[src/rtl/mips_ctrl_pkg.sv]
// rtl/mips_ctrl_pkg.sv - opcodes, state codes and control field encodings for the multi-cycle MIPS control unit
package mips_ctrl_pkg;

   localparam logic [5:0] OP_RTYPE = 6'b000000;
   localparam logic [5:0] OP_LW    = 6'b100011;
   localparam logic [5:0] OP_SW    = 6'b101011;
   localparam logic [5:0] OP_BEQ   = 6'b000100;
   localparam logic [5:0] OP_J     = 6'b000010;

   typedef enum logic [3:0] {
      S_IDLE   = 4'd0,
      S_FETCH  = 4'd1,
      S_DECODE = 4'd2,
      S_MEMADR = 4'd3,
      S_MEMRD  = 4'd4,
      S_MEMWB  = 4'd5,
      S_MEMWR  = 4'd6,
      S_EXEC   = 4'd7,
      S_RWB    = 4'd8,
      S_BEQ    = 4'd9,
      S_JUMP   = 4'd10
   } state_e;

   localparam logic [1:0] ALUOP_ADD   = 2'b00;
   localparam logic [1:0] ALUOP_SUB   = 2'b01;
   localparam logic [1:0] ALUOP_FUNCT = 2'b10;

   localparam logic [1:0] PCSRC_ALU    = 2'b00;
   localparam logic [1:0] PCSRC_ALUOUT = 2'b01;
   localparam logic [1:0] PCSRC_JUMP   = 2'b10;

   localparam logic [1:0] SRCB_B      = 2'b00;
   localparam logic [1:0] SRCB_FOUR   = 2'b01;
   localparam logic [1:0] SRCB_IMM    = 2'b10;
   localparam logic [1:0] SRCB_IMM_SH = 2'b11;

   function automatic logic op_is_legal(input logic [5:0] op);
      return (op == OP_RTYPE) || (op == OP_LW) || (op == OP_SW) ||
             (op == OP_BEQ) || (op == OP_J);
   endfunction

endpackage

[src/rtl/multicycle_ctrl_outputs.sv]
// rtl/multicycle_ctrl_outputs.sv - combinational decode of the current state into datapath controls
module multicycle_ctrl_outputs
   import mips_ctrl_pkg::*;
(
   input  state_e     state,
   input  logic       mem_ready,
   input  logic [5:0] op,
   output logic       PCWrite,
   output logic       PCWriteCond,
   output logic       IorD,
   output logic       MemRead,
   output logic       MemWrite,
   output logic       IRWrite,
   output logic       MemtoReg,
   output logic       ALUSrcA,
   output logic       RegWrite,
   output logic       RegDst,
   output logic [1:0] PCSource,
   output logic [1:0] ALUOp,
   output logic [1:0] ALUSrcB,
   output logic       instr_done,
   output logic       illegal_op
);

   always_comb begin
      PCWrite     = 1'b0;
      PCWriteCond = 1'b0;
      IorD        = 1'b0;
      MemRead     = 1'b0;
      MemWrite    = 1'b0;
      IRWrite     = 1'b0;
      MemtoReg    = 1'b0;
      ALUSrcA     = 1'b0;
      RegWrite    = 1'b0;
      RegDst      = 1'b0;
      PCSource    = PCSRC_ALU;
      ALUOp       = ALUOP_ADD;
      ALUSrcB     = SRCB_B;
      instr_done  = 1'b0;
      illegal_op  = 1'b0;
      case (state)
         S_FETCH: begin
            // IR and PC only load once the instruction word is actually back
            MemRead = 1'b1;
            ALUSrcB = SRCB_FOUR;
            IRWrite = mem_ready;
            PCWrite = mem_ready;
         end
         S_DECODE: begin
            ALUSrcB    = SRCB_IMM_SH;
            illegal_op = !op_is_legal(op);
         end
         S_MEMADR: begin
            ALUSrcA = 1'b1;
            ALUSrcB = SRCB_IMM;
         end
         S_MEMRD: begin
            MemRead = 1'b1;
            IorD    = 1'b1;
         end
         S_MEMWB: begin
            RegWrite   = 1'b1;
            MemtoReg   = 1'b1;
            instr_done = 1'b1;
         end
         S_MEMWR: begin
            // store completes on the ready cycle, so a stalled store pulses done once
            MemWrite   = 1'b1;
            IorD       = 1'b1;
            instr_done = mem_ready;
         end
         S_EXEC: begin
            ALUSrcA = 1'b1;
            ALUOp   = ALUOP_FUNCT;
         end
         S_RWB: begin
            RegWrite   = 1'b1;
            RegDst     = 1'b1;
            instr_done = 1'b1;
         end
         S_BEQ: begin
            ALUSrcA     = 1'b1;
            ALUOp       = ALUOP_SUB;
            PCWriteCond = 1'b1;
            PCSource    = PCSRC_ALUOUT;
            instr_done  = 1'b1;
         end
         S_JUMP: begin
            PCWrite    = 1'b1;
            PCSource   = PCSRC_JUMP;
            instr_done = 1'b1;
         end
         default: ;
      endcase
   end

endmodule

[src/rtl/multicycle_control.sv]
// rtl/multicycle_control.sv - multi-cycle MIPS control FSM: state register and next-state logic
module multicycle_control
   import mips_ctrl_pkg::*;
(
   input  logic       clk,
   input  logic       reset,
   input  logic [5:0] Op,
   input  logic       mem_ready,
   output logic       PCWrite,
   output logic       PCWriteCond,
   output logic       IorD,
   output logic       MemRead,
   output logic       MemWrite,
   output logic       IRWrite,
   output logic       MemtoReg,
   output logic       ALUSrcA,
   output logic       RegWrite,
   output logic       RegDst,
   output logic [1:0] PCSource,
   output logic [1:0] ALUOp,
   output logic [1:0] ALUSrcB,
   output logic       instr_done,
   output logic       illegal_op,
   output logic [3:0] state
);

   state_e state_q;
   state_e state_d;

   always_comb begin
      state_d = S_FETCH;
      case (state_q)
         S_IDLE:   state_d = S_FETCH;
         S_FETCH:  state_d = mem_ready ? S_DECODE : S_FETCH;
         S_DECODE: begin
            case (Op)
               OP_LW, OP_SW: state_d = S_MEMADR;
               OP_RTYPE:     state_d = S_EXEC;
               OP_BEQ:       state_d = S_BEQ;
               OP_J:         state_d = S_JUMP;
               default:      state_d = S_FETCH;
            endcase
         end
         S_MEMADR: begin
            if (Op == OP_LW)
               state_d = S_MEMRD;
            else if (Op == OP_SW)
               state_d = S_MEMWR;
            else
               state_d = S_FETCH;
         end
         S_MEMRD:  state_d = mem_ready ? S_MEMWB : S_MEMRD;
         S_MEMWB:  state_d = S_FETCH;
         S_MEMWR:  state_d = mem_ready ? S_FETCH : S_MEMWR;
         S_EXEC:   state_d = S_RWB;
         S_RWB:    state_d = S_FETCH;
         S_BEQ:    state_d = S_FETCH;
         S_JUMP:   state_d = S_FETCH;
         default:  state_d = S_FETCH;
      endcase
   end

   // async reset so an in-flight write enable drops without waiting for an edge
   always_ff @(posedge clk or posedge reset) begin
      if (reset)
         state_q <= S_IDLE;
      else
         state_q <= state_d;
   end

   assign state = state_q;

   multicycle_ctrl_outputs u_outputs (
      .state       (state_q),
      .mem_ready   (mem_ready),
      .op          (Op),
      .PCWrite     (PCWrite),
      .PCWriteCond (PCWriteCond),
      .IorD        (IorD),
      .MemRead     (MemRead),
      .MemWrite    (MemWrite),
      .IRWrite     (IRWrite),
      .MemtoReg    (MemtoReg),
      .ALUSrcA     (ALUSrcA),
      .RegWrite    (RegWrite),
      .RegDst      (RegDst),
      .PCSource    (PCSource),
      .ALUOp       (ALUOp),
      .ALUSrcB     (ALUSrcB),
      .instr_done  (instr_done),
      .illegal_op  (illegal_op)
   );

endmodule

[config.mk]
export PLATFORM = sky130hd
export DESIGN_NAME = multicycle_control
export DESIGN_NICKNAME = d
export VERILOG_FILES = /design/src/rtl/mips_ctrl_pkg.sv /design/src/rtl/multicycle_ctrl_outputs.sv /design/src/rtl/multicycle_control.sv
export SDC_FILE = /design/constraint.sdc
export NUM_CORES = 1
export LEC_CHECK = 0
export ABC_CLOCK_PERIOD_IN_PS = 1700
export CAP_MARGIN = 20
export CORE_MARGIN = 2
export CORE_UTILIZATION = 33
export DETAILED_ROUTE_END_ITERATION = 7
export MAX_ROUTING_LAYER = met4
export PLACE_DENSITY = 0.73
export SLEW_MARGIN = 5
export SYNTH_ARGS = -nofsm -noshare
export SYNTH_HDL_FRONTEND = slang
export SYNTH_SLANG_ARGS = --single-unit
[constraint.sdc]
create_clock -name clk -period 1.7 [get_ports clk]
set_input_delay 0.51 -clock clk [delete_from_list [all_inputs] [get_ports clk]]
set_output_delay 0.51 -clock clk [all_outputs]
set_load 0.1 [all_outputs]
==> results of run 1 <==
[per-stage QoR]
step | std cells | hold slack (ns) | setup slack, ns
3_5_place_dp | 139 | 0.703 | -0.538
3_3_place_gp | 139 | 0.693 | -0.464
2_1_floorplan | 69 | 0.276 | -0.673
[cells by family after synthesis]
family,count (synthesis)
and+or+nand+nor,37
AOI/OAI and AO/OA,13
buffers and inverters,11
DFF,4
xor gates and xnor gates,2
muxes,2
==> impl_metrics.csv, run 1 <==
group,metric,value,unit
run_status,outcome,"did not finish",
run_status,haltStage,"clock tree synthesis",
run_status,error,"[ERROR DPL-0038] Utilization greater than 100%, impossible to legalize",
placement,dp_hpwl,2430,µm
synthesis,synth_edf_count,0,
cts,cts.sinks,4,
synthesis,synth_top_family_by_area,"simple AND/OR/NAND/NOR gates",
cts,cts_root_buffer,"clkbuf_4",
cts,cts-htree-levels,1,
cts,cts_setup_buffers,9,
synthesis,synth_fa_ha_area_share,0,%
synthesis,synth_compound_area_share,20.9,%
synthesis,ys_types,33,
placement,dpl_cell_area,1430,µm²
cts,numCtsBuffers,3,
synthesis,netlist_area,509,µm²
synthesis,synth_simple_gate_area_share,40.8,%
synthesis,ys_seq_area_share,19.7,%
cts,postCtsHoldBufs,0,
die,die_h,43.3,µm
synthesis,synth_cells,69,
synthesis,synthTopCellsByArea,"dfrtp_1 20%, nor2_1 7.4%, nand2b_1 4.9%",
synthesis,yosys_warnings,0,
cts,cts_resized,35,
synthesis,synthArstFlopShare,100,%
synthesis,synth_common_cells,"10 x nor2_1, 5 x inv_1, 5 x nand2_1",
cts,max-clock-path-buffers,2,
synthesis,synth_top_cell_by_area,"dfrtp_1",
placement,gp_congestion,0.818,
die,rows,14,
die,start_util,34.6,%
synthesis,synth.most_common_cell,"nor2_1",
synthesis,synth-xor-area-share,3.44,%
die,die_x,43.3,µm
synthesis,syn_avg_cell_area,7.38,µm²
synthesis,syn-num-nets,78,
synthesis,yosys.area.top_type_share,19.7,%
die,num_io_pins,31,
synthesis,synth_seq_cells,4,
synthesis,ys.flop_type,"dfrtp_1",
synthesis,synthMuxAreaShare,4.18,%
placement,portBuffers,30,
==> run 2, diff against run 1 <==
Settings changed: CORE_AREA from default to 2 2 63 65, CORE_MARGIN 2 to default, CORE_UTILIZATION 33 to default, DIE_AREA from default to 0 0 65 67, MAX_ROUTING_LAYER met4 to default, PLACE_DENSITY 0.73 to default, PLACE_DENSITY_LB_ADDON from default to 0.15.
==> run 2 against run 1 <==
The flow now finishes, with violations (setup timing). Synthesized cell count is the same. Area after synthesis is the same.
==> impl_metrics.csv, run 2 <==
group,metric,value,unit
layout,final_common_cell,"buf_4",
setup_path,cp-start-kind,"register",
cts,clk_pin_slew,0.03,ns
synthesis,synth_top_cell_by_area,"dfrtp_1",
grt,grt_max_degree,11,
setup_path,cpPeakStageDelay,0.51,ns
synthesis,synth.most_common_cell,"nor2_1",
cts,postCtsHoldBufs,0,
setup_path,r2r_start,"state[2]",
setup_path,cp_cell_sequence,"nand2b_4 > or2_4 > a21oi_4 > buf_12",
placement,pre_cts_ws,-0.499,ns
cts,cts-htree-levels,1,
placement,gp_congestion,0.714,
cts,numCtsBuffers,3,
synthesis,yosys.area.top_type_share,19.7,%
layout,largest_reg_flops,4,
cts,clock_latency,0.21,ns
placement,dpl_cell_area,1470,µm²
power,pwr_density_cell,1450,nW/µm²
run_status,outcome,"finished with violations",
worst_hold_path,hp-class,"input pin to async pin",
sta,maxSlewHeadroom,76.6,%
layout,antennaDiodeCount,0,
synthesis,ys.flop_type,"dfrtp_1",
synthesis,synth_edf_count,0,
setup_path,worstPathRequired,1.19,ns
sta,finalSetupViolCount,20,
die,die_x,65,µm
synthesis,yosys_warnings,0,
synthesis,syn_avg_cell_area,7.38,µm²
synthesis,synthArstFlopShare,100,%
grt,grt_use_total,9.38,%
synthesis,ys_seq_area_share,19.7,%
cts,cts_root_buffer,"clkbuf_8",
route,routed_wl,1990,µm
die,num_io_pins,31,
synthesis,ys_types,33,
route,wl_per_cell,10.9,µm
grt,grt_pass1_wl,3190,µm
layout,layout-area-overhead-vs-synth,228,%
die,rows,22,
synthesis,syn-num-nets,78,
synthesis,synth_common_cells,"10 x nor2_1, 5 x inv_1, 5 x nand2_1",
setup_path,critPathSlowestCell,"dfrtp_4",
cts,max-clock-path-buffers,2,
synthesis,synth_seq_cells,4,
grt,grt_antenna_before_repair,0,
die,start_util,14.1,%
grt,grt_pass1_vias,770,
setup_path,crit_fanout,6,
sta,setup_ws,-0.291,ns
layout,nNetsFinal,146,
placement,portBuffers,30,
route,dr.pass1.iters,3,
setup_path,crit_path_start,"state[3]",
synthesis,netlist_area,509,µm²
sta,fin_crit_sh,117,%
route,drtAntennaViolNets,0,
run_status,failed_checks,"setup timing",
route,vias,753,
sta,finalCriticalPeriod,1.99,ns
sta,worst_slew_pin_slew,0.347,ns
die,die_area,4360,µm²
power,p_leak,0.000669,µW
layout,final_area,1670,µm²
cts,cts.sinks,4,
setup_path,cp.arrival,1.48,ns
run,cap_violations,0,
setup_path,cp-end-kind,"primary output",
placement,dp_hpwl,1620,µm
cts,tritoncts,"done",
sta,fmax,0.502,GHz
synthesis,synth_cells,69,
sta,fin_tns_setup,-4.01,ns
die,core,3610,µm²
layout,drive_gt1_share,73.3,%
sta,final_max_slew_viol_count,0,
sta,rsz0062_at_grt,"yes",
die,die_h,67,µm
route,drt_iter0_markers,14,
setup_path,r2r_slack,0,ns
grt,overflow,0,
route,via_per_inst,4.11,
setup_path,path_class,"register to primary output",
layout,most-common-layout-cells,"27 x buf_4, 22 x buf_12, 11 x buf_6, 7 x nor2_4, 5 x nor3_4",
power,vdd_drop_max,520,µV
sta,hold_viol_final,0,
sta,skew,0.00368,ns
synthesis,synthTopCellsByArea,"dfrtp_1 20%, nor2_1 7.4%, nand2b_1 4.9%",
power,finalPower,2420,µW
route,drc,0,
run 2: cell counts after synthesis:
No cell type changed its count.
run 2: cell type report:
class,instances,area (µm²)
Fill cell,349,1940
Sequential cell,4,115
Inverter,5,23.8
Multi-Input combinational cell,54,576
Clock buffer,3,41.3
Tap cell,48,60.1
Timing Repair Buffer,69,852
run 2: worst paths after layout:
kind                                  to  depth (start not counted)
max in group asynchronous       state[3]                          2
worst min-delay path            state[1]                          2
worst min register to register  state[2]                          3
min in group clk                state[2]                          3
worst max register to register  state[0]                          5
worst max-delay path            RegWrite                          4
run 2: kinds of logic after synthesis:
logic type	count (synthesis)	synth area share, %
AND/OR/NAND/NOR	37	40.8
AO/OA/AOI/OAI	13	20.9
buffers and inverters	11	11.1
flip-flops	4	19.7
XOR/XNOR	2	3.44
multiplexers	2	4.18
run 2: metrics by stage:
step           hold slack [ns]  cells  utilization [%]
4_1_cts                  0.473    178             44.2
3_3_place_gp             0.696    172             40.7
2_1_floorplan            0.276     69                -
6_report                 0.472    183             46.3
5_1_grt                  0.482    183             46.3
3_5_place_dp             0.699    172             40.7
run 2: repair_timing:
| item | CTS | global route |
|---|---|---|
| buffers inserted | 3 | 5 |
| hold endpoints to repair | 0 | 0 |
| resized for setup | 24 | 14 |
| endpoints found under the setup margin | 20 | 21 |
| pin swaps | 5 | 9 |
run 2: report_power, final:
| group | switching, µW | internal (µW) |
|---|---|---|
| clock | 43.9 | 150 |
| sequential | 51.4 | 131 |
| combinational | 1150 | 894 |
| total | 1240 | 1180 |
run 2: metal layers:
layer / vias to the layer above / wire, µm / GRT usage (%)
met3: 4 / 109 / 1.86
met1: 345 / 776 / 9.63
met4: 0 / 30 / 4.26
li1: 378 / - / -
met2: 26 / 1070 / 18.2
met5: - / 0 / 0
run 2: critical path, delay by kind of cell, from the launching register on:
kind / cells / cell delay, ns
compound gates: 1 / 0.16
buf+inv: 1 / 0.18
flops: 1 / 0.51
simple gates: 2 / 0.41
No activity file was read; power rests on OpenSTA's default activity.
==> run 3, diff against run 2 <==
Settings changed: HOLD_SLACK_MARGIN from default to 0.05.
==> results of run 3 <==
Same layout as run 2: the final DEF is identical, and so are final timing and power.
